===== src/rtl/multdiv_pkg.sv =====
// Shared types for the iterative multiply/divide unit: FSM state encoding and
// the radix-4 Booth partial-product select codes.
package multdiv_pkg;

  typedef enum logic [1:0] {
    IDLE = 2'd0,
    MUL  = 2'd1,
    DIV  = 2'd2,
    DONE = 2'd3
  } state_t;

  // Multiples of the multiplicand a Booth triplet can select: 0, +1, +2, -1, -2
  typedef enum logic [2:0] {
    BOOTH_ZERO = 3'd0,
    BOOTH_POS1 = 3'd1,
    BOOTH_POS2 = 3'd2,
    BOOTH_NEG1 = 3'd3,
    BOOTH_NEG2 = 3'd4
  } booth_sel_t;

endpackage


===== src/rtl/multdiv_unit_booth_recoder.sv =====
// Radix-4 Booth recoder: {m[i+1], m[i], m[i-1]} -> partial-product select.
// Purely combinational, zero latency, no flow control.
module booth_recoder
  import multdiv_pkg::*;
(
  input  logic [2:0]  bits,
  output booth_sel_t  sel
);

  always_comb begin
    sel = BOOTH_ZERO;
    case (bits)
      3'b001, 3'b010: sel = BOOTH_POS1;
      3'b011:         sel = BOOTH_POS2;
      3'b100:         sel = BOOTH_NEG2;
      3'b101, 3'b110: sel = BOOTH_NEG1;
      default:        sel = BOOTH_ZERO;
    endcase
  end

endmodule


===== src/rtl/multdiv_unit.sv =====
// Iterative signed multiply / restoring divide; MULTDIV_BOOTH_EN selects radix-4 Booth multiply.
// Latency WIDTH+1 cycles (WIDTH/2+1 Booth multiply, 1 for divide-by-zero); no backpressure, busy stalls the pipe.
module multdiv_unit
  import multdiv_pkg::*;
#(
  parameter int WIDTH = 32,
  parameter int CNT_W = $clog2(WIDTH) + 1
) (
  input  logic             clock,
  input  logic             reset,
  input  logic             ctrl_MULT,
  input  logic             ctrl_DIV,
  input  logic [WIDTH-1:0] data_operandA,
  input  logic [WIDTH-1:0] data_operandB,
  output logic [WIDTH-1:0] data_result,
  output logic             data_exception,
  output logic             data_resultRDY,
  output logic             busy
);

`ifdef MULTDIV_BOOTH_EN
  localparam logic [CNT_W-1:0] MUL_LAST = CNT_W'(WIDTH/2 - 1);
`else
  localparam logic [CNT_W-1:0] MUL_LAST = CNT_W'(WIDTH - 1);
`endif
  localparam logic [CNT_W-1:0] DIV_LAST = CNT_W'(WIDTH - 1);

  state_t             state, state_nxt;
  logic [CNT_W-1:0]   cnt;
  logic [2*WIDTH-1:0] acc;      // {partial product hi, multiplier shifting out}
  logic [WIDTH-1:0]   mcand;
  logic [WIDTH-1:0]   dvd_q;    // dividend bits shift out as quotient bits shift in
  logic [WIDTH-1:0]   dvsr;
  logic [WIDTH-1:0]   rem;
  logic               q_neg;

  logic               start_mul, start_div, accept, div_by_zero;
  logic [WIDTH-1:0]   a_mag, b_mag;
  logic [2*WIDTH-1:0] mul_nxt;
  logic [WIDTH:0]     prod_top;
  logic               mul_exc;
  logic [WIDTH:0]     rem_sh, trial;
  logic               q_bit;
  logic [WIDTH-1:0]   rem_nxt, q_nxt, div_res;
  logic               div_exc;

  assign start_mul   = ctrl_MULT & ~ctrl_DIV;
  assign start_div   = ctrl_DIV & ~ctrl_MULT;
  assign accept      = (state != DONE);
  assign div_by_zero = (data_operandB == '0);
  assign a_mag       = data_operandA[WIDTH-1] ? -data_operandA : data_operandA;
  assign b_mag       = data_operandB[WIDTH-1] ? -data_operandB : data_operandB;

`ifdef MULTDIV_BOOTH_EN
  logic [WIDTH+1:0] hi_ext, mc_ext, mul_sum;
  booth_sel_t       pp_sel;
  logic             booth_prev;

  booth_recoder u_booth_recoder (
    .bits ({acc[1:0], booth_prev}),
    .sel  (pp_sel)
  );

  assign hi_ext = {{2{acc[2*WIDTH-1]}}, acc[2*WIDTH-1:WIDTH]};
  assign mc_ext = {{2{mcand[WIDTH-1]}}, mcand};

  always_comb begin
    mul_sum = hi_ext;
    case (pp_sel)
      BOOTH_POS1: mul_sum = hi_ext + mc_ext;
      BOOTH_POS2: mul_sum = hi_ext + (mc_ext << 1);
      BOOTH_NEG1: mul_sum = hi_ext - mc_ext;
      BOOTH_NEG2: mul_sum = hi_ext - (mc_ext << 1);
      default:    mul_sum = hi_ext;
    endcase
  end

  assign mul_nxt = {mul_sum, acc[WIDTH-1:2]};

  always_ff @(posedge clock) begin
    if (reset)
      booth_prev <= 1'b0;
    else if (accept && start_mul)
      booth_prev <= 1'b0;
    else if (state == MUL)
      booth_prev <= acc[1];
  end
`else
  logic [WIDTH:0] hi_ext, mc_ext, mul_sum;

  assign hi_ext = {acc[2*WIDTH-1], acc[2*WIDTH-1:WIDTH]};
  assign mc_ext = {mcand[WIDTH-1], mcand};

  // The multiplier's top bit carries weight -2^(WIDTH-1), hence subtract on the last step
  always_comb begin
    mul_sum = hi_ext;
    if (acc[0])
      mul_sum = (cnt == MUL_LAST) ? hi_ext - mc_ext : hi_ext + mc_ext;
  end

  assign mul_nxt = {mul_sum, acc[WIDTH-1:1]};
`endif

  assign prod_top = mul_nxt[2*WIDTH-1:WIDTH-1];
  assign mul_exc  = ~((&prod_top) | ~(|prod_top));

  assign rem_sh  = {rem, dvd_q[WIDTH-1]};
  assign trial   = rem_sh - {1'b0, dvsr};
  assign q_bit   = ~trial[WIDTH];
  assign rem_nxt = q_bit ? trial[WIDTH-1:0] : rem_sh[WIDTH-1:0];
  assign q_nxt   = {dvd_q[WIDTH-2:0], q_bit};
  assign div_res = q_neg ? -q_nxt : q_nxt;
  // Only -2^(WIDTH-1) / -1 yields a positive quotient with the top bit set
  assign div_exc = ~q_neg & q_nxt[WIDTH-1];

  always_ff @(posedge clock) begin
    if (reset)
      state <= IDLE;
    else
      state <= state_nxt;
  end

  always_comb begin
    state_nxt = state;
    case (state)
      IDLE, MUL, DIV: begin
        if (start_mul)
          state_nxt = MUL;
        else if (start_div)
          state_nxt = div_by_zero ? DONE : DIV;
        else if (state == MUL && cnt == MUL_LAST)
          state_nxt = DONE;
        else if (state == DIV && cnt == DIV_LAST)
          state_nxt = DONE;
      end
      DONE:    state_nxt = IDLE;
      default: state_nxt = IDLE;
    endcase
  end

  always_comb begin
    data_resultRDY = (state == DONE);
    busy           = (state == MUL) || (state == DIV);
  end

  always_ff @(posedge clock) begin
    if (reset) begin
      cnt            <= '0;
      acc            <= '0;
      mcand          <= '0;
      dvd_q          <= '0;
      dvsr           <= '0;
      rem            <= '0;
      q_neg          <= 1'b0;
      data_result    <= '0;
      data_exception <= 1'b0;
    end else if (accept && start_mul) begin
      cnt   <= '0;
      mcand <= data_operandA;
      acc   <= {{WIDTH{1'b0}}, data_operandB};
    end else if (accept && start_div) begin
      cnt <= '0;
      if (div_by_zero) begin
        data_result    <= '0;
        data_exception <= 1'b1;
      end else begin
        dvd_q <= a_mag;
        dvsr  <= b_mag;
        rem   <= '0;
        q_neg <= data_operandA[WIDTH-1] ^ data_operandB[WIDTH-1];
      end
    end else if (state == MUL) begin
      acc <= mul_nxt;
      cnt <= cnt + CNT_W'(1);
      if (cnt == MUL_LAST) begin
        data_result    <= mul_nxt[WIDTH-1:0];
        data_exception <= mul_exc;
      end
    end else if (state == DIV) begin
      dvd_q <= q_nxt;
      rem   <= rem_nxt;
      cnt   <= cnt + CNT_W'(1);
      if (cnt == DIV_LAST) begin
        data_result    <= div_res;
        data_exception <= div_exc;
      end
    end
  end

endmodule


===== config.mk =====
export PLATFORM = sky130hd
export DESIGN_NAME = multdiv_unit
export DESIGN_NICKNAME = d
export VERILOG_FILES = /design/src/rtl/multdiv_pkg.sv /design/src/rtl/multdiv_unit_booth_recoder.sv /design/src/rtl/multdiv_unit.sv
export SDC_FILE = /design/constraint.sdc
export NUM_CORES = 1
export LEC_CHECK = 0
export ABC_AREA = 0
export CELL_PAD_IN_SITES_DETAIL_PLACEMENT = 0
export CELL_PAD_IN_SITES_GLOBAL_PLACEMENT = 1
export CORE_MARGIN = 2
export CORE_UTILIZATION = 35
export DETAILED_ROUTE_END_ITERATION = 8
export PLACE_DENSITY_LB_ADDON = 0.1
export SETUP_SLACK_MARGIN = 0.3
export SYNTH_ARGS = -nofsm -noshare
export SYNTH_HDL_FRONTEND = slang
export SYNTH_SLANG_ARGS = --single-unit

===== constraint.sdc =====
create_clock -name clock -period 5.1 [get_ports clock]
set_input_delay 1.02 -clock clock [delete_from_list [all_inputs] [get_ports clock]]
set_output_delay 1.02 -clock clock [all_outputs]
set_load 0.02 [all_outputs]

==> metrics.md, run 1 <==
| Metric | Value |
|---|---|
| Status | finished, final reports clean |
| Post-layout min period | between 4000 and 5000 ps |
| Drt drc | 0 |
| Crit end category | flop |
| Rel. slew slack | 27.6% |
| PortBufs | 102 |
| Ys Warns | 0 |
| Actual slew at the worst max-slew pin | approximately 1100 ps |
| Vias in the first global route | between 10000 and 15000 |
| P&R area growth vs syn | 22.5% |
| FILL cells | about 4700 |
| CTS tree | built |
| Deepest clock path buffer count | 3 |
| Sequential share of power | between 30% and 40% |
| Internal power | 4.17 mW |
| Routed Antenna Nets | 0 |
| Top Ports | roughly 100 |
| Routed WL per cell | 19.3 um |
| Post-synth EDFFs | 0 |
| Num CTS Buffers | 31 |
| # rows | slightly below 80 |
| Period utilization | between 90% and 100% |
| Vias per inst | about 5.6 |
| Net Sw Power | between 2 and 2.5 mW |
| Gpl congestion | roughly 0.9 |
| Syn Area/Cell | approximately 7.5 um2 |
| Pre-CTS setup slack | -20.9 ps |
| Hold-fix buffers, CTS | 0 |
| Worst setup margin | around 400 ps |
| CP arrival | approximately 5200 ps |
| Hold Vio Cnt, Final | 0 |
| PD cells | between 300 and 400 nW/um2 |
| Max Fclk | between 200 and 250 MHz |
| Drt total wl | between 50000 and 60000 um |
| DR iter-0 viols | between 1000 and 1500 |
| Die height | ~220 um |
| Clock Skew | between 15 and 20 ps |
| Comb power frac | a little under a third |
| Nature of the critical path startpoint | flop |
| Layout cell share with drive strength beyond 1 | about 11% |
| Maximum number of pins on one net before global-route repair | 71 |
| Die X | around 220 um |
| Async SR Flop Fraction | 0% |
| Clock network power share | a little over a third |
| Syn Inst Count | 2166 |
| Sequential area share after synthesis | 28.9% |
| Hold Path Class | reg2reg |
| DP HPWL | around 42000 um |
| CTS HTree Levels | 1 |
| Leak pwr | 7.59 nW |
| Die area | 48000 um2 |
| Initial antenna violation count | 0 |
| Router iterations before antenna repair | 6 |
| Final nets | around 2400 |
| CTS Sinks | around 230 |
| Number of synthesized register bits | around 230 |
| Max-Cap Viols | 0 |
| Yosys cell types | 80 |
| Area share of the largest cell type after synthesis | ~29% |
| Worst Path Max Fanout | 4 |
| Reg area | approximately 4700 um2 |
| Unrepaired setup endpoints after global routing | true |
| Post-synth top cells | nor2_1, nand2_1, dfxtp_1 |
| Sw Share | a little over a third |
| Worst vdd ir | between 0.0002 and 0.0003 V |
| Starting Density | a little over a third |
| Slew Limit Fails | 0 |
| Worst path required time | roughly 5500 ps |
| CTS Root Cell | clkbuf_16 |
| GRT Overall Usage | a little under a quarter |
| Core region area | about 45000 um2 |
| Largest cells by area after synthesis | dfxtp_1, nor2_1, nand2_1 |
| Reg clk slew, reported paths | 60 ps |
| Mapped Area | ~16000 um2 |
| Cell taking the most area after synthesis | dfxtp_1 |
| Antenna Cells | 0 |
| Setup TNS | 0 ps |
| Worst skew pair latency | around 600 ps |
| Endpoints failing setup | 0 |
| Critical path class | reg2reg |
| Most common cell in the synthesized netlist | nor2_1 |
| Gr ovfl total | 0 |
| Global-route wire length before repair | approximately 87000 um |
| Top FF cell, synth | dfxtp_1 |
| Multi-input logic area | 11000 um2 |
| Synth Net Count | roughly 2300 |
| Via count | roughly 16000 |
[placed cells by master, fill, tap and decap left out, types with 10 or more instances in the layout]
master,instances
nor2_1,269
nand2_1,262
dfxtp_1,231
a21oi_1,159
buf_4,120
o21ai_0,118
a211oi_1,103
xor2_1,102
clkdlybuf4s50_1,101
ha_1,68
inv_1,67
nor3_1,43
xnor2_1,40
nor2b_1,33
a311oi_1,33
o31ai_1,32
clkbuf_16,31
nand2b_1,28
or3_1,27
a21o_1,27
nand3_1,27
a22oi_1,20
or4_1,19
a31oi_1,19
mux2i_1,18
a22o_1,17
o211ai_1,14
o21bai_1,13
nand4_1,13
o41ai_1,12
o21a_1,10
and3_1,10
[stage by stage]
step	utilization (%)	total power [mW]	cells	instance area [um2]	hold slack [ps]
5_1_grt	43.6	6.79	2911	19800	512
3_5_place_dp	40.5	4.07	2850	18400	468
3_3_place_gp	40.5	4.06	2850	18400	468
2_1_floorplan	-	3.35	2166	16200	444
4_1_cts	43.0	6.45	2907	19600	477
6_report	43.6	6.45	2911	19800	473
[area by class of cell]
type / count / share of cell area [%]
clock buffer: 42 / 4.47
clock inverter: 15 / 1.01
inverter: 68 / 1.29
multi-input combinational: 1726 / 55.7
sequential: 234 / 23.7
tap: 600 / 3.79
timing repair buffer: 226 / 10.1
[registers in the layout, summed over array words and instances, names as in the netlist]
register / count
acc: 64
data_result: 32
dvd_q: 32
dvsr: 32
mcand: 32
rem: 32
cnt: 6
state: 2
data_exception: 1
q_neg: 1
[power groups by stage]
stage                     Sequential, mW  Combinational, mW  Clock, mW
final                               2.08               2.02       2.35
after global routing                2.10               2.23       2.46
after CTS                           2.08               1.97       2.40
after detailed placement            2.12               1.95          0
after global placement              2.12               1.94          0
after floorplan                     2.07               1.28          0
[timing repair]
action	in CTS	in global routing
setup endpoints to repair	2	4
gates cloned	0	0
pin swaps	0	21
setup buffers	0	4
resized for setup	11	58
[cells by family after synthesis]
logic type               after synthesis  share of synthesized area [%]
AO/OA/AOI/OAI                        676                           27.9
adder cells (fa/ha/maj)               76                           5.97
AND/OR/NAND/NOR                      813                           23.4
flip-flops                           234                           28.9
XOR/XNOR                             142                           7.68
multiplexers                          19                           1.18
buffers and inverters                206                           4.98
[worst max-delay path: stages, from the launching register on]
cell,delay (ps)
dfxtp_2,350
ha_4,150
nand2_4,60
or3_4,410
buf_4,160
mux2i_1,160
fa_2,420
xnor2_1,150
a21oi_2,200
nand3_1,140
or4_4,570
or4_4,520
nor3_4,200
nand4bb_1,220
nor4_4,340
o2111a_1,230
and4b_1,220
a211oi_2,70
[metal layers]
layer,global-route usage [%],share of wire (%)
met1,33.8,50
met4,4.62,1.9
met3,2.43,4.2
met5,0,0
met2,35.7,44
[final timing paths]
check,from,to,slack [ps],cells past startpoint
max,cnt[1]$_SDFFE_PP0N_,data_exception$_SDFFE_PP0P_,400,17
min,rem[3]$_SDFFE_PP0P_,rem[3]$_SDFFE_PP0P_,470,2
max reg2reg,cnt[1]$_SDFFE_PP0N_,data_exception$_SDFFE_PP0P_,400,17
min reg2reg,rem[3]$_SDFFE_PP0P_,rem[3]$_SDFFE_PP0P_,470,2
(Power assumes the default switching activity.)
==> inputs of run 2 (changes only) <==
clock period = 4.7 ns   (was 5.1 ns; I/O delays follow)
==> run 2 against run 1 <==
  * Flip-flop and latch count unchanged
  * Cell count rose by 3.7%
  * First-iteration DRC count is 18% lower
  * Power up 15%
  * Maximum frequency is 4.4% higher
  * Combinational power rose by 22%
  * Via count is 3.3% higher
  * Clock power up 15%
  * Global-route usage rose by 0.71 points
  * Hold slack improved by 5.8 ps
  * Die area is the same
  * Largest power group unchanged
==> metrics.md, run 2 (synthesis gave the netlist of run 1 again) <==
| Metric | Value |
|---|---|
| Status | finished, final reports clean |
| Hold Path Class | reg2reg |
| DP HPWL | 43300 um |
| Gpl congestion | between 0.8 and 0.9 |
| Rel. slew slack | around 33% |
| Top Ports | between 100 and 150 |
| Total Power | around 7.4 mW |
| DR iter-0 viols | between 900 and 1000 |
| Internal power | 4.84 mW |
| Largest Register | acc |
| Reg clk slew, reported paths | around 60 ps |
| Clock network power share | between 30% and 40% |
| Post-layout min period | 4500 ps |
| Final nets | ~2500 |
| Deepest clock path buffer count | 3 |
| Maximum number of pins on one net before global-route repair | 71 |
| Vias in the first global route | 15796 |
| Worst Path Max Fanout | 3 |
| Leading cell type in the layout, fill and taps excluded | nor2_1 |
| Core region area | ~45000 um2 |
| Vias per inst | 5.53 |
| Sequential share of power | a little under a third |
| Worst skew pair latency | around 600 ps |
| FILL cells | 4693 |
| Layout cell share with drive strength beyond 1 | 17.6% |
| CTS tree | built |
| Hold Vio Cnt, Final | 0 |
| Routed Antenna Nets | 0 |
| Die X | 219 um |
| Leak pwr | 8.26 nW |
| Endpoints failing setup | 0 |
| CTS Root Cell | clkbuf_16 |
| # rows | a little under 80 |
| Routed WL per cell | ~19 um |
| Net Sw Power | approximately 2.6 mW |
| CTS Sinks | between 200 and 250 |
| CP arrival | about 5000 ps |
| Period utilization | between 90 and 100% |
| Max reg flops | between 60 and 70 |
| Fin util | a little under half |
| CTS HTree Levels | 1 |
| Sw Share | 34.8% |
| Nature of the critical path startpoint | flop |
| Worst R2R Setup Slack | slightly below 200 ps |
| Unrepaired setup endpoints after global routing | true |
| Clock Skew | 14.7 ps |
| Max Fclk | between 200 and 250 MHz |
| Actual slew at the worst max-slew pin | 1010 ps |
| PD cells | between 300 and 400 nW/um2 |
| Die height | 219 um |
| P&R area growth vs syn | 30.5% |
| Global-route wire length before repair | between 80000 and 90000 um |
| Hold-fix buffers, CTS | 0 |
| Crit end category | flop |
| Worst path required time | between 5000 and 6000 ps |
| Num CTS Buffers | 31 |
| Router iterations before antenna repair | 5 |
| Worst vdd ir | between 0.0002 and 0.0003 V |
| GRT Overall Usage | between 20% and 30% |
| Initial antenna violation count | 0 |
| Most frequent cells in the layout | nor2_1, nand2_1, dfxtp_1, buf_4, a21oi_1 |
| Drt total wl | approximately 58000 um |
| Slew Limit Fails | 0 |
| Starting Density | about 36% |
| Gr ovfl total | 0 |
| PortBufs | between 100 and 150 |
| Die area | around 48000 um2 |
| Via count | ~17000 |
| Comb power frac | between 30% and 40% |
| Critical path class | reg2reg |
| Max-Cap Viols | 0 |
| Drt drc | 0 |
## run 2: cell types whose count changed in the layout (fill, tap and decap cells not counted), sizes merged, moves of 2 or more
| cell | previous run | this run |
|---|---|---|
| clkinv | 7 | 9 |
| clkbuf | 42 | 37 |
| bufinv | 4 | 7 |
| buf | 125 | 232 |
| clkinvlp | 4 | 2 |
| inv | 68 | 71 |
## run 2: power by group through the flow
stage,combinational [mW],sequential [mW],clock [mW]
global placement,2.24,2.29,0
floorplan,1.39,2.25,0
CTS,2.33,2.25,2.76
detailed placement,2.25,2.29,0
global route,2.72,2.28,2.85
finish,2.47,2.26,2.70
## run 2: worst max-delay path: stages (launching register included)
cell	delay, ps
dfxtp_1	310
or4_4	530
or3_4	340
or4_4	470
o31ai_4	200
xor2_1	180
buf_4	160
ha_4	200
buf_4	130
nand2_1	60
o21ai_1	100
nor2_1	150
nand3_1	110
buf_4	140
o211a_1	210
a311oi_2	220
buf_4	170
nand3_2	60
nor3_2	180
nand4_1	170
nor3_2	220
a211oi_2	50
## run 2: area by class of cell
class,count,area [um2],share of cell area [%]
multi-input cells,1726,11400,54.2
flip-flops and latches,234,4690,22.2
repair buffers,333,2830,13.4
clock buffers,37,838,3.97
well taps,600,751,3.55
clock inverters,21,323,1.53
inverters,68,255,1.21
diodes,1,2.50,0.0118
## run 2: worst paths after layout
path,start,to,cells past startpoint
worst min register to register,rem[3]$_SDFFE_PP0P_,rem[3]$_SDFFE_PP0P_,2
worst max-delay path,mcand[18]$_SDFFE_PP0P_,data_exception$_SDFFE_PP0P_,21
worst max register to register,mcand[18]$_SDFFE_PP0P_,data_exception$_SDFFE_PP0P_,21
worst min-delay path,rem[3]$_SDFFE_PP0P_,rem[3]$_SDFFE_PP0P_,2
## run 2: metrics by stage
stage	hold WS [ps]	cell area [um2]	TNS, ps	std cells	worst slack, ps
detailed placement	471	19100	-260	2937	-94.3
global placement	467	19100	-55.2	2937	-46.6
finish	478	21100	0	3020	198
floorplan	444	16200	0	2166	329
global route	510	21100	0	3019	2.11
CTS	480	20500	0	3005	183
## run 2: timing repair
action                     in CTS  in global routing
pin swaps                      29                 65
cloned                          0                  0
setup endpoints to repair       5                 20
buffers inserted               10                 14
resized for setup              55                107
## run 2: per-layer routing
layer	global-route usage, %	up-vias	wire length [um]	share of wire, %
li1	-	8340	-	-
met1	33.5	7951	28200	49
met2	37.5	345	25800	45
met3	2.91	67	2500	4.3
met4	6.35	0	1300	2.2
met5	0	-	0	0
==> inputs of run 3 (changes only) <==
CORE_MARGIN = default   (was 2)
CTS_BUF_LIST = sky130_fd_sc_hd__clkbuf_16   (was default)
==> run 3 against run 2 <==
  * Power shrank 6.0%
  * Clock skew about the same
  * Register-to-register slack improved by 60 ps
  * Critical path depth shrank 2
  * Flip-flop and latch count unchanged
  * Hold slack lost 2.5 ps
  * Largest cell class unchanged
  * Highest routed layer unchanged
==> metrics.md, run 3 (synthesis gave the netlist of run 1 again) <==
| Metric | Value |
|---|---|
| Reg clk slew, reported paths | around 60 ps |
| Reg2reg end | data_exception$_SDFFE_PP0P_ |
| Max-Cap Viols | 0 |
| CTS tree | built |
| Drt total wl | ~57000 um |
| Leak pwr | just over 8 nW |
| Leading cell type in the layout, fill and taps excluded | nor2_1 |
| Path depth of the worst reg2reg path | 19 |
| Slew Limit Fails | 0 |
| Sw Share | a little over a third |
| Endpoints failing setup | 0 |
| Routed Antenna Nets | 0 |
| Hold Vio Cnt, Final | 0 |
| Gpl congestion | just under 0.9 |
| Setup TNS | 0 ps |
| Worst vdd ir | between 0.0002 and 0.0003 V |
| CTS Sinks | around 230 |
| DR WL met2 | 25100 um |
| Die height | about 220 um |
| Max Fclk | between 200 and 250 MHz |
| Core region area | around 45000 um2 |
| Cell count after placement | 2918 |
| Global-route wire length before repair | about 90000 um |
| Die area | about 47000 um2 |
| Drt drc | 0 |
| Vias in the first global route | roughly 15000 |
| Sequential share of power | about 32% |
| Worst Path Max Fanout | 6 |
| Reg2reg start | mcand[3]$_SDFFE_PP0P_ |
| Clock network power share | about a third |
| # rows | 78 |
| Gr ovfl total | 0 |
| Worst skew pair latency | a little under 600 ps |
| Non-filler cells, final | between 2000 and 3000 |
| Hold-fix buffers, CTS | 0 |
| M1 wire length | between 20000 and 30000 um |
| Antenna Cells | 0 |
| DR iter-0 viols | ~1100 |
| Rel. slew slack | 24.4% |
| PortBufs | 102 |
| Actual slew at the worst max-slew pin | roughly 1100 ps |
| GRT Overall Usage | between 20% and 30% |
| Worst Hold End | rem[3]$_SDFFE_PP0P_ |
| Largest Register | acc |
| P&R area growth vs syn | 28.7% |
| CTS HTree Levels | 1 |
| Routed WL per cell | 19.1 um |
| Vias per inst | 5.54 |
| Period utilization | between 90% and 100% |
| FILL cells | around 4700 |
| DP HPWL | roughly 43000 um |
| Die X | about 220 um |
| Router iterations before antenna repair | 5 |
| Initial antenna violation count | 0 |
| PD cells | 335 nW/um2 |
| Hold path start | rem[3]$_SDFFE_PP0P_ |
| Clock Skew | between 15 and 20 ps |
| Layout cell share with drive strength beyond 1 | 16.4% |
| Num CTS Buffers | 30 |
| Most frequent cells in the layout | nor2_1, nand2_1, dfxtp_1, buf_4, a21oi_1 |
| Hold Path Depth | 2 |
| Unrepaired setup endpoints after global routing | true |
| Maximum number of pins on one net before global-route repair | 71 |
| Starting Density | around 36% |
| Deepest clock path buffer count | 3 |
| Max reg flops | 64 |
| Crit end category | flop |
| Critical path class | reg2reg |
| Nature of the critical path startpoint | flop |
| CTS Root Cell | clkbuf_16 |
| Comb power frac | between 30% and 40% |
| Reg area | about 4700 um2 |
| Top Ports | 103 |
| Final nets | between 2000 and 3000 |
| Worst R2R Setup Slack | roughly 260 ps |
| Via count | about 17000 |
| Status | finished, final reports clean |
| CP arrival | a little under 5000 ps |
| Hold Path Class | reg2reg |
| Internal power | 4.48 mW |
| CP startpoint | mcand[3]$_SDFFE_PP0P_ |
| DR WL met3 | roughly 2500 um |
| Worst path required time | 5140 ps |
| Total Power | approximately 7 mW |
| Multi-input logic area | ~12000 um2 |
| Net Sw Power | approximately 2.5 mW |
| Top sig layer | met4 |
| Post-layout min period | approximately 4400 ps |
-- run 3: what timing repair did --
| item | 4_1_cts | 5_1_grt |
|---|---|---|
| setup buffers | 6 | 12 |
| pin swaps | 25 | 66 |
| resized for setup | 47 | 124 |
| endpoints found under the setup margin | 12 | 20 |
| gates cloned | 0 | 0 |
-- run 3: area by class of cell --
type / instances / area share (%)
clock inverter: 24 / 0.901
inverter: 68 / 1.23
multi-input combinational: 1726 / 55.3
tap: 600 / 3.60
clock buffer: 31 / 3.72
sequential: 234 / 22.5
timing repair buffer: 308 / 12.7
-- run 3: worst max path at each step --
stage | slack, ps | to
after global routing | 80 | data_exception$_SDFFE_PP0P_
after CTS | 210 | data_exception$_SDFFE_PP0P_
after detailed placement | -180 | data_exception$_SDFFE_PP0P_
after global placement | -120 | data_exception$_SDFFE_PP0P_
after floorplan | 330 | data_exception$_SDFFE_PP0P_
final | 260 | data_exception$_SDFFE_PP0P_
-- run 3: through the flow --
stage          util (%)  area (um2)  worst slack (ps)  hold slack [ps]
2_1_floorplan         -       16200               329              444
3_3_place_gp       41.6       18900              -116              468
3_5_place_dp       41.6       18900              -178              471
4_1_cts            44.3       20100               206              480
5_1_grt            45.8       20800              75.4              505
6_report           45.8       20800               262              476
-- run 3: critical path, stage by stage, from the launching register on --
cell and delay, ps:
dfxtp_2 330, nor4_4 310, nor4b_4 280, buf_4 160, nor2_1 40, xnor2_1 270
buf_4 190, ha_4 200, buf_4 150, nand3_1 80, and2_4 170, o211ai_1 170
o21bai_1 230, mux2i_1 300, nor2_2 80, or4_4 560, nor4b_4 290, o2111a_1 220
and4b_1 210, a211oi_2 70
-- run 3: per-layer routing --
metal	track usage, %	vias to the layer above
met5	0	-
met4	5.82	0
met3	3.03	78
met2	37.3	356
met1	33.8	7853
li1	-	8297
-- run 3: power by group through the flow --
stage,clock network [mW],registers (mW),logic [mW]
2_1_floorplan,0,2.25,1.39
3_3_place_gp,0,2.29,2.21
3_5_place_dp,0,2.29,2.22
4_1_cts,2.36,2.25,2.28
5_1_grt,2.44,2.28,2.67
6_report,2.29,2.26,2.43
